===== src/rtl/reg_file_pkg.sv =====
// Shared types and default geometry for the N-port register file slice.
package reg_file_pkg;

    localparam int unsigned DEF_WORD_WIDTH    = 32;
    localparam int unsigned DEF_ADDRESS_WIDTH = 5;
    localparam int unsigned DEF_READ_PORTS    = 2;

    typedef enum logic {
        CLEAR = 1'b0,
        RUN   = 1'b1
    } rf_state_t;

    // Entry 0 is protected from writes when the hardwired-zero option is on.
    function automatic logic write_allowed(input logic wen, input logic addr_is_zero,
                                           input logic zero_reg);
        return wen && !(zero_reg && addr_is_zero);
    endfunction

endpackage


===== src/rtl/reg_file_nport_if.sv =====
// Decode/writeback side bus of the register file: read addresses, write port, read data, ready.
interface reg_file_nport_if #(
    parameter int unsigned WORD_WIDTH    = 32,
    parameter int unsigned ADDRESS_WIDTH = 5,
    parameter int unsigned READ_PORTS    = 2
);
    logic [READ_PORTS*ADDRESS_WIDTH-1:0] RA;
    logic [ADDRESS_WIDTH-1:0]            WA3;
    logic [WORD_WIDTH-1:0]               WD3;
    logic                                WEN;
    logic [READ_PORTS*WORD_WIDTH-1:0]    RD;
    logic                                READY;

    modport master (
        output RA, WA3, WD3, WEN,
        input  RD, READY
    );

    modport slave (
        input  RA, WA3, WD3, WEN,
        output RD, READY
    );
endinterface


===== src/rtl/reg_file_clear_seq.sv =====
// Post-reset clear sequencer: walks every entry once, writing zero, then enters RUN and raises ready.
module reg_file_clear_seq
    import reg_file_pkg::*;
#(
    parameter int unsigned ADDRESS_WIDTH = DEF_ADDRESS_WIDTH
) (
    input  logic                     clk,
    input  logic                     rst_n,
    output logic                     clr_we,
    output logic [ADDRESS_WIDTH-1:0] clr_addr,
    output logic                     run,
    output logic                     ready
);

    rf_state_t                state;
    logic [ADDRESS_WIDTH-1:0] idx;

    always_ff @(posedge clk) begin
        if (!rst_n) begin
            state <= CLEAR;
            idx   <= '0;
            ready <= 1'b0;
        end else begin
            case (state)
                CLEAR: begin
                    // Index holds at the last entry instead of wrapping.
                    if (idx == '1) begin
                        state <= RUN;
                        ready <= 1'b1;
                    end else begin
                        idx <= idx + 1'b1;
                    end
                end
                RUN: begin
                    ready <= 1'b1;
                end
                default: begin
                    state <= CLEAR;
                    idx   <= '0;
                    ready <= 1'b0;
                end
            endcase
        end
    end

    always_comb begin
        clr_we   = rst_n && (state == CLEAR);
        clr_addr = idx;
        run      = (state == RUN);
    end

endmodule


===== src/rtl/reg_file_nport.sv =====
// N-read/1-write register file with optional hardwired zero entry, write bypass and clear-on-reset.
module reg_file_nport
    import reg_file_pkg::*;
#(
    parameter int unsigned WORD_WIDTH    = DEF_WORD_WIDTH,
    parameter int unsigned ADDRESS_WIDTH = DEF_ADDRESS_WIDTH,
    parameter int unsigned READ_PORTS    = DEF_READ_PORTS,
    parameter int unsigned ZERO_REG      = 1,
    parameter int unsigned BYPASS        = 1
) (
    input logic              clk,
    input logic              rst_n,
    reg_file_nport_if.slave  bus
);

    localparam int unsigned DEPTH = 1 << ADDRESS_WIDTH;

    logic [WORD_WIDTH-1:0]    mem [DEPTH];
    logic                     clr_we;
    logic [ADDRESS_WIDTH-1:0] clr_addr;
    logic                     run;
    logic                     ready;
    logic                     wr_en;
    logic [WORD_WIDTH-1:0]    rd_q [READ_PORTS];

    reg_file_clear_seq #(
        .ADDRESS_WIDTH (ADDRESS_WIDTH)
    ) u_clear_seq (
        .clk      (clk),
        .rst_n    (rst_n),
        .clr_we   (clr_we),
        .clr_addr (clr_addr),
        .run      (run),
        .ready    (ready)
    );

    always_comb begin
        wr_en = rst_n && run &&
                write_allowed(bus.WEN, bus.WA3 == '0, ZERO_REG != 0);
    end

    // Clear path owns the array until RUN; WEN is only honoured afterwards.
    always_ff @(posedge clk) begin
        if (clr_we) begin
            mem[clr_addr] <= '0;
        end else if (wr_en) begin
            mem[bus.WA3] <= bus.WD3;
        end
    end

    for (genvar p = 0; p < READ_PORTS; p++) begin : g_read
        logic [ADDRESS_WIDTH-1:0] ra;

        always_comb begin
            ra = bus.RA[p*ADDRESS_WIDTH +: ADDRESS_WIDTH];
        end

        always_ff @(posedge clk) begin
            if (!rst_n || !run) begin
                rd_q[p] <= '0;
            end else if ((ZERO_REG != 0) && (ra == '0)) begin
                rd_q[p] <= '0;
            end else if ((BYPASS != 0) && wr_en && (bus.WA3 == ra)) begin
                rd_q[p] <= bus.WD3;
            end else begin
                rd_q[p] <= mem[ra];
            end
        end

        assign bus.RD[p*WORD_WIDTH +: WORD_WIDTH] = rd_q[p];
    end

    assign bus.READY = ready;

endmodule


===== src/flat_wrapper.sv =====
// flat-port wrapper written by rule: the top's interface ports become plain ports
module reg_file_nport_flat import reg_file_pkg::*;
#(
    parameter int unsigned WORD_WIDTH    = DEF_WORD_WIDTH,
    parameter int unsigned ADDRESS_WIDTH = DEF_ADDRESS_WIDTH,
    parameter int unsigned READ_PORTS    = DEF_READ_PORTS,
    parameter int unsigned ZERO_REG      = 1,
    parameter int unsigned BYPASS        = 1
)
  (clk, rst_n, bus_RA, bus_WA3, bus_WD3, bus_WEN, bus_RD, bus_READY);
  reg_file_nport_if #(.WORD_WIDTH(WORD_WIDTH), .ADDRESS_WIDTH(ADDRESS_WIDTH), .READ_PORTS(READ_PORTS)) bus_i ();
  input logic clk;
  input logic rst_n;
  input wire logic [$bits(bus_i.RA)-1:0] bus_RA;
  input wire logic [$bits(bus_i.WA3)-1:0] bus_WA3;
  input wire logic [$bits(bus_i.WD3)-1:0] bus_WD3;
  input wire logic [$bits(bus_i.WEN)-1:0] bus_WEN;
  output wire logic [$bits(bus_i.RD)-1:0] bus_RD;
  output wire logic [$bits(bus_i.READY)-1:0] bus_READY;
  assign bus_i.RA = bus_RA;
  assign bus_i.WA3 = bus_WA3;
  assign bus_i.WD3 = bus_WD3;
  assign bus_i.WEN = bus_WEN;
  assign bus_RD = bus_i.RD;
  assign bus_READY = bus_i.READY;
  reg_file_nport #(.WORD_WIDTH(WORD_WIDTH), .ADDRESS_WIDTH(ADDRESS_WIDTH), .READ_PORTS(READ_PORTS), .ZERO_REG(ZERO_REG), .BYPASS(BYPASS)) u_core (.clk(clk), .rst_n(rst_n), .bus(bus_i));
endmodule

===== config.mk =====
export PLATFORM = sky130hd
export DESIGN_NAME = reg_file_nport_flat
export DESIGN_NICKNAME = d
export VERILOG_FILES = /design/src/rtl/reg_file_pkg.sv /design/src/rtl/reg_file_nport_if.sv /design/src/rtl/reg_file_clear_seq.sv /design/src/rtl/reg_file_nport.sv /design/src/flat_wrapper.sv
export SDC_FILE = /design/constraint.sdc
export NUM_CORES = 1
export LEC_CHECK = 0
export CAP_MARGIN = 0
export CORE_ASPECT_RATIO = 1.4
export CORE_MARGIN = 5
export CORE_UTILIZATION = 60
export DETAILED_ROUTE_END_ITERATION = 8
export PLACE_DENSITY = 0.77
export SLEW_MARGIN = 20
export SYNTH_ARGS = -nofsm -noshare
export SYNTH_HDL_FRONTEND = slang
export SYNTH_SLANG_ARGS = --single-unit

===== constraint.sdc =====
create_clock -name clk -period 4.6 [get_ports clk]
set_input_delay 0.92 -clock clk [delete_from_list [all_inputs] [get_ports clk]]
set_output_delay 0.92 -clock clk [all_outputs]
set_load 0.05 [all_outputs]

After elaboration in Yosys (flattened, before gate mapping). Memory sizes are Yosys's and may differ from the RTL's. Cells that the tools add are included.

Add/sub/neg operators: 1. Bitwise logic cells: 8. Reductions and logical operators: 15. Mux-type cells: 42. Eq/ne operators: 4.

Operators by type and width (count): 32-bit 2-to-1 mux (7); 1-bit 2-to-1 mux (33); 32-bit OR reduction (1); 5-bit logical NOT (3); 5-bit equality test (2); 1-bit logical AND (6); 1-bit bitwise OR (6); 5-bit by 1-bit adder with 5-bit output, second input constant (1); 5-bit equality test, second input constant (1); 5-bit 2-to-1 mux (1); 1-bit logical NOT (3); 2-bit inequality test, second input constant (1); 1-bit NOT (2); 1-bit one-hot mux with 2 select lines (1); 2-bit AND reduction (1); 1-bit logical OR (1).

Memories kept: 2. Logic and storage cells: 75. Bits in registers: 7. Memory bits (writable): 1088. Output and inout port bits: 65. Input bits: 50.

Memory list: u_core.mem (words 32, bits a word 32, rd ports 2, clocked after Yosys merged registers in 0, wr ports 1, RTL line reg_file_nport.sv:18) `logic [WORD_WIDTH-1:0] mem [DEPTH];`; u_core.rd_q (words 2, bits a word 32, rd ports 2, clocked after Yosys merged registers in 0, wr ports 2, RTL line reg_file_nport.sv:24) `logic [WORD_WIDTH-1:0] rd_q [READ_PORTS];`.

Depth between registers and ports, before layout. Gate-level depths: netlist of the first run.

Word-level depth: 11. Mapped depth: 10. Mapped depth without buffers: 7.

By module. From an unflattened synthesis of the first run, not the netlist that was laid out.

Cells, all modules: 2670. Area, all modules: 50616.0 µm².

By module, submodules not included: reg_file_nport (area an instance 50305.7 µm², sequential area each 32671.3 µm², cells an instance 2641, instances 1); reg_file_clear_seq (area an instance 310.3 µm², sequential area each 140.1 µm², cells an instance 29, instances 1).

Least setup slack after synthesis of the first run. No wires, ideal clock.

Kind: input to register. Start: input port bus_WA3[4]. End: memory u_core.mem[5][0], enable pin. Cell stages on the path: 6. Setup slack: 0.638 ns. Arrival time: 3.541 ns. Setup time: 0.421 ns. Buffers on the path: 1. Data required time: 4.179 ns. Cells stage by stage: clkbuf_1 -> nor3_1 -> a21oi_1 -> mux2i_1 -> nand3_1 -> nor2_1.

Longest elaborated chain between the ends: 9. Elaborated cells between the ends (all ways): 10. Those cells by class: mux (5); reduce/logical (5).

RTL lines: from (decl) (RTL line flat_wrapper.sv:15) `input wire logic [$bits(bus_i.WA3)-1:0] bus_WA3;`; 5-bit logical NOT (RTL line reg_file_nport.sv:39) `write_allowed(bus.WEN, bus.WA3 == '0, ZERO_REG != 0);`; 1-bit logical NOT (RTL line reg_file_pkg.sv:16) `return wen && !(zero_reg && addr_is_zero);`; 1-bit logical AND (RTL line reg_file_pkg.sv:16); 1-bit logical AND (RTL line reg_file_nport.sv:38) `wr_en = rst_n && run &&`; 1-bit 2-to-1 mux (RTL line reg_file_nport.sv:46) `end else if (wr_en) begin`; 1-bit 2-to-1 mux (RTL line reg_file_nport.sv:44) `if (clr_we) begin`; 1-bit 2-to-1 mux (not written as such) (RTL line reg_file_nport.sv:47) `mem[bus.WA3] <= bus.WD3;`; 32-bit OR reduction (no line); 5-bit 2-to-1 mux (no line) or 1-bit 2-to-1 mux (tied branches); to (decl) (RTL line reg_file_nport.sv:18).

Several ways; a longest one is shown, not always the timed one.

Worst setup path after layout of the first run.
Start: input port bus_WA3[4]. End: memory u_core.mem[28][3], enable pin.

Same word-level chain as after synthesis.

==> results of run 1 <==
==> power by group through the flow <==
stage                     Clock, W  Sequential, W  Combinational, W
after floorplan                  0         0.0112          0.000891
after global placement           0         0.0111           0.00148
after detailed placement         0         0.0112           0.00150
after CTS                  0.00817         0.0109           0.00151
after global routing       0.00861         0.0109           0.00158
final                      0.00813         0.0109           0.00154
==> synth_stat cells (all sizes together), types with 4 or more instances <==
cell type	number	area (um2)
a211oi	33	248
o21ai	11	55.1
and2	38	238
mux4	384	8650
nor4	44	275
a221oi	40	350
nor2	47	176
nor3	13	65.1
edfxtp	1088	32700
clkbuf	130	488
nand3	7	35.0
inv	5	18.8
xnor2	13	114
nand2b	4	25.0
buf	98	733
a2111oi	59	548
o221ai	60	526
dfxtp	7	140
a31oi	5	31.3
a22o	69	604
mux2i	252	2520
nand2	29	109
mux2	68	766
a21o	58	435
o22ai	68	425
a21oi	9	45.0
nor2b	5	31.3
==> layer usage <==
metal  part of all wire  GRT usage  routed length [um]
met2               0.47      0.545               74300
met5            0.00028          0                  45
met3               0.14     0.0988               22700
met1               0.31      0.434               49800
met4              0.074      0.212               11700
==> through the flow <==
| step | utilization | power [W] | hold slack [ns] | instances | area [um2] |
|---|---|---|---|---|---|
| finish | 0.689 | 0.0206 | 0.486 | 4117 | 57900 |
| global route | 0.689 | 0.0211 | 0.511 | 4114 | 57900 |
| floorplan | - | 0.0121 | 0.512 | 2742 | 50800 |
| CTS | 0.689 | 0.0206 | 0.485 | 4114 | 57900 |
| detailed placement | 0.652 | 0.0127 | 0.471 | 3938 | 54800 |
| global placement | 0.652 | 0.0126 | 0.484 | 3938 | 54800 |
==> area by class of cell <==
| class | instances | area share |
|---|---|---|
| Antenna cell | 3 | 0.000130 |
| Clock buffer | 120 | 0.0449 |
| Clock inverter | 56 | 0.00894 |
| Inverter | 6 | 0.000389 |
| Multi-Input combinational cell | 1413 | 0.296 |
| Sequential cell | 1095 | 0.567 |
| Tap cell | 1088 | 0.0235 |
| Timing Repair Buffer | 336 | 0.0598 |
==> logic make-up after synthesis <==
logic type                 Yosys count  share of synthesized area
and+or+nand+nor                    201                     0.0208
other                                1                  0.0000741
buffers and inverters              234                     0.0246
AOI/OAI and AO/OA                  429                     0.0677
DFF                               1095                      0.648
xor gates and xnor gates            13                    0.00225
adders and majority gates            2                   0.000494
muxes                              704                      0.236
==> state kept, by name, summed over array words and instances, names as in the netlist <==
name                         cells
u_core.mem                    1024
u_core.u_clear_seq.clr_addr      5
u_core.rd_q                     64
u_core.u_clear_seq.run           1
u_core.u_clear_seq.ready         1
==> critical path: stages <==
cell             delay, ns
clkdlybuf4s50_1       0.57
nor3_1                0.45
a21o_1                0.35
a32oi_1               0.18
nand2b_1              0.38
nor2_4                0.59
buf_12                0.27
==> final timing paths <==
kind                                                 to  slack (ns)
setup / recovery            u_core.mem[28][3]$_DFFE_PP_        1.24
hold / removal    u_core.u_clear_seq.ready$_SDFFE_PN0N_        0.49
setup reg to reg           u_core.mem[16][24]$_DFFE_PP_        1.68
hold reg to reg   u_core.u_clear_seq.ready$_SDFFE_PN0N_        0.49
==> out/results.ini, run 1 <==
[status]
outcome=finished, final reports clean

[layout]
syn2layout_area_growth_pct=14.4
multi_input_area_um2=17100
fin_nets=3000
layout_commonest_cell=edfxtp_1
layout_common_cells=edfxtp_1, mux4_2, mux2i_1
drive_above_1_share=0.288
regArea_um2=32800
fill_cells=5052

[die]
coreArea_um2=84000
die_x_um=255
dieArea_um2=90300
start_util=0.602
rows=126
ios=115
die_h_um=354

[logic_synthesis]
synth.cell_area_um2=50600
synth-seq-cells=1095
ys_seq_area_frac=0.648
ys.flop_type=edfxtp_1
ys_types=54
synthArstFlopShare=0
synth_warnings=0
syn-instance-count=2679
synth_edf_count=1088
synth.avg_cell_area_um2=18.9

[clocking]
cts.sinks=1095
numCtsBuffers=96
cts_tree=done
cts-resized-gates=0
cts_root_buf=clkbuf_16
clock_latency_ns=0.67
postCtsSetupRepairBufs=0
cts.path.max_buffers=3
cts_hold_buf=0
clkTransAtPathRegs_ns=0.06
h-tree-depth=3

[route]
antenna_left=0
dr.pass1.iters=8
wl_um=159000
drc_errors=0
viasPerCell=7.71
drtIter0Drc=5100
routedWlPerCell_um=38.5
num_vias=31700

[power]
power_density_nw_per_um2=356
ir_drop_mv=0.254
comb_power_share=0.075
power.switching_w=0.00454
cellLeakagePower_nw=17.9
clockPowerShare=0.395
sw_frac_of_total=0.220
internal-power_w=0.0161
seq_power_share=0.531

[sta]
tightest_slew_ns=1.11
finalHoldViolCount=0
finalClockSkew_ns=0.0136
drv_slew=0
fmax_mhz=298
finalSetupViolCount=0
setup_tns_ns=0
worst_slack_ns=1.24
rsz0062_at_grt=false
fin_crit_sh=0.731
slew_headroom=0.257
layout_min_cycle_time_ns=3.36

[place]
gp_congestion=0.923
hpwl_um=96400
port_buffers=114
pre_cts_ws_ns=0.632

[critical_path]
crit_start=bus_WA3[4]
required_ns=4.96
ff2ff_path_depth=5
start_kind=primary input
r2r-start=u_core.u_clear_seq.run$_SDFF_PN0_
crit_arrival_ns=3.72
critPathKind=primary input to register
critPathCaptureType=register
path_max_fanout=12

[worst_hold_path]
worstHoldStart=u_core.u_clear_seq.ready$_SDFFE_PN0N_
holdPathStages=1
hold_path.class=register to register

[flow_run]
drv_cap=0

[global_routing]
grt_max_degree=66
antenna_found_initial=7
overflow=0
grt_first_pass_wirelength_um=226000
grt.total_usage=0.347
grt_pass1_vias=32800

No activity file was read; power rests on OpenSTA's default activity.
==> run 2, diff against run 1 <==
==> constraint.sdc (replaced) <==
create_clock -name clk -period 3.2 [get_ports clk]
set_input_delay 0.64 -clock clk [delete_from_list [all_inputs] [get_ports clk]]
set_output_delay 0.64 -clock clk [all_outputs]
set_load 0.05 [all_outputs]
==> out/results.ini, run 2 (synthesis gave the netlist of run 1 again) <==
[layout]
layout_commonest_cell=edfxtp_1
syn2layout_area_growth_pct=17.0
max_flop_register=u_core.mem
final_util=0.705
layout_common_cells=edfxtp_1, mux4_2, mux2i_1
largest_reg_flops=1024
fin_nets=3083
drive_above_1_share=0.316

[power]
clockPowerShare=0.400
comb_power_share=0.078
cellLeakagePower_nw=18.5
seq_power_share=0.523
power_density_nw_per_um2=508
power.switching_w=0.00678
internal-power_w=0.0233
sw_frac_of_total=0.225
total_power_w=0.0301
ir_drop_mv=0.379

[route]
m1WireLength_um=50800
dr.max_layer_used=met5
drtIter0Drc=5014
dr.pass1.iters=7
routedWlPerCell_um=38.3
drc_errors=0
wl_met3_um=23300
num_vias=32300
dr_wl_met2_um=76100
wl_um=161000
antenna_left=0
viasPerCell=7.68

[global_routing]
grt_pass1_vias=32800
grt.total_usage=0.351
overflow=0
grt_max_degree=52
grt_first_pass_wirelength_um=230000
antenna_found_initial=6

[sta]
finalClockSkew_ns=0.0330
rsz0062_at_grt=false
slew_headroom=0.200
finalSetupViolCount=0
finalHoldViolCount=0
fmax_mhz=348
setup_tns_ns=0
tightest_slew_ns=1.19
drv_slew=0
fin_crit_sh=0.897
layout_min_cycle_time_ns=2.87
worst_slack_ns=0.330

[critical_path]
crit_arrival_ns=3.20
path_max_fanout=32
crit_chain=nand3_1 > a21oi_4 > buf_4 > buf_4 > and2_1
required_ns=3.53
crit_top_cell=buf_4
crit_family=simple AND/OR/NAND/NOR gates
crit_buf_inv=2
ff2ff_path_depth=5
slowest_delay_ns=0.89
critPathKind=register to register
critPathCaptureType=register
cp_slowest_cell=and2_1
start_kind=register
path_depth=5

[place]
pre_cts_ws_ns=-0.193
port_buffers=114
gp_congestion=0.930
hpwl_um=102000

[clocking]
cts_root_buf=clkbuf_16
clock_latency_ns=0.70
cts_tree=done
cts-resized-gates=0
postCtsSetupRepairBufs=0
cts.path.max_buffers=3
cts.sinks=1095
numCtsBuffers=97
clkTransAtPathRegs_ns=0.06
h-tree-depth=3
cts_hold_buf=0

[die]
die_h_um=354
rows=126
start_util=0.602
coreArea_um2=84000
ios=115
dieArea_um2=90300
die_x_um=255

[worst_hold_path]
holdPathStages=1
hold_path.class=register to register

[flow_run]
drv_cap=0

[status]
outcome=finished, final reports clean

-- run 2: cell count changes in the layout (fill, tap and decap cells not counted), moves of 3 or more --
cell	delta
and2_1	-9
and2_2	+9
buf_12	+44
buf_4	+38
clkbuf_1	-7
clkinv_1	-12
clkinv_2	+8
clkinv_4	+3
clkinv_8	+3
clkinvlp_4	+4
-- run 2: final cells by class --
| type | count | area [um2] |
|---|---|---|
| diodes | 4 | 10.0 |
| clock buffers | 112 | 2550 |
| clock inverters | 67 | 697 |
| fillers | 4957 | 24800 |
| inverters | 6 | 22.5 |
| multi-input cells | 1413 | 17100 |
| flip-flops and latches | 1095 | 32800 |
| well taps | 1088 | 1360 |
| repair buffers | 418 | 4630 |
-- run 2: final timing paths --
check / slack [ns] / from / to
max reg2reg: 0.33 / u_core.u_clear_seq.run$_SDFF_PN0_ / u_core.mem[28][9]$_DFFE_PP_
min reg2reg: 0.58 / u_core.u_clear_seq.ready$_SDFFE_PN0N_ / u_core.u_clear_seq.ready$_SDFFE_PN0N_
max: 0.33 / u_core.u_clear_seq.run$_SDFF_PN0_ / u_core.mem[28][9]$_DFFE_PP_
min: 0.58 / u_core.u_clear_seq.ready$_SDFFE_PN0N_ / u_core.u_clear_seq.ready$_SDFFE_PN0N_
-- run 2: power by group through the flow --
| stage | combinational, W | sequential [W] | clock, W |
|---|---|---|---|
| floorplan | 0.00128 | 0.0161 | 0 |
| global placement | 0.00225 | 0.0160 | 0 |
| detailed placement | 0.00227 | 0.0160 | 0 |
| CTS | 0.00229 | 0.0157 | 0.0120 |
| global route | 0.00240 | 0.0157 | 0.0127 |
| finish | 0.00234 | 0.0157 | 0.0120 |
-- run 2: routing by layer --
metal	vias to the layer above	GRT usage
met5	-	0
met4	4	0.189
met3	710	0.107
met2	3000	0.558
met1	16300	0.439
li1	12300	-
-- run 2: worst register-to-register path: cells and delay by family (launching register included) --
family	cells	cell delay, ns
and+or+nand+nor	2	1.19
DFF	1	0.60
buffers and inverters	2	0.48
AOI/OAI and AO/OA	1	0.23
-- run 2: stage by stage --
step           cells  cell area, um2  hold WS, ns
5_1_grt         4201           59200        0.581
4_1_cts         4199           59200        0.590
3_5_place_dp    4020           55900        0.576
6_report        4203           59200        0.577
2_1_floorplan   2742           50900        0.512
3_3_place_gp    4020           55900        0.571
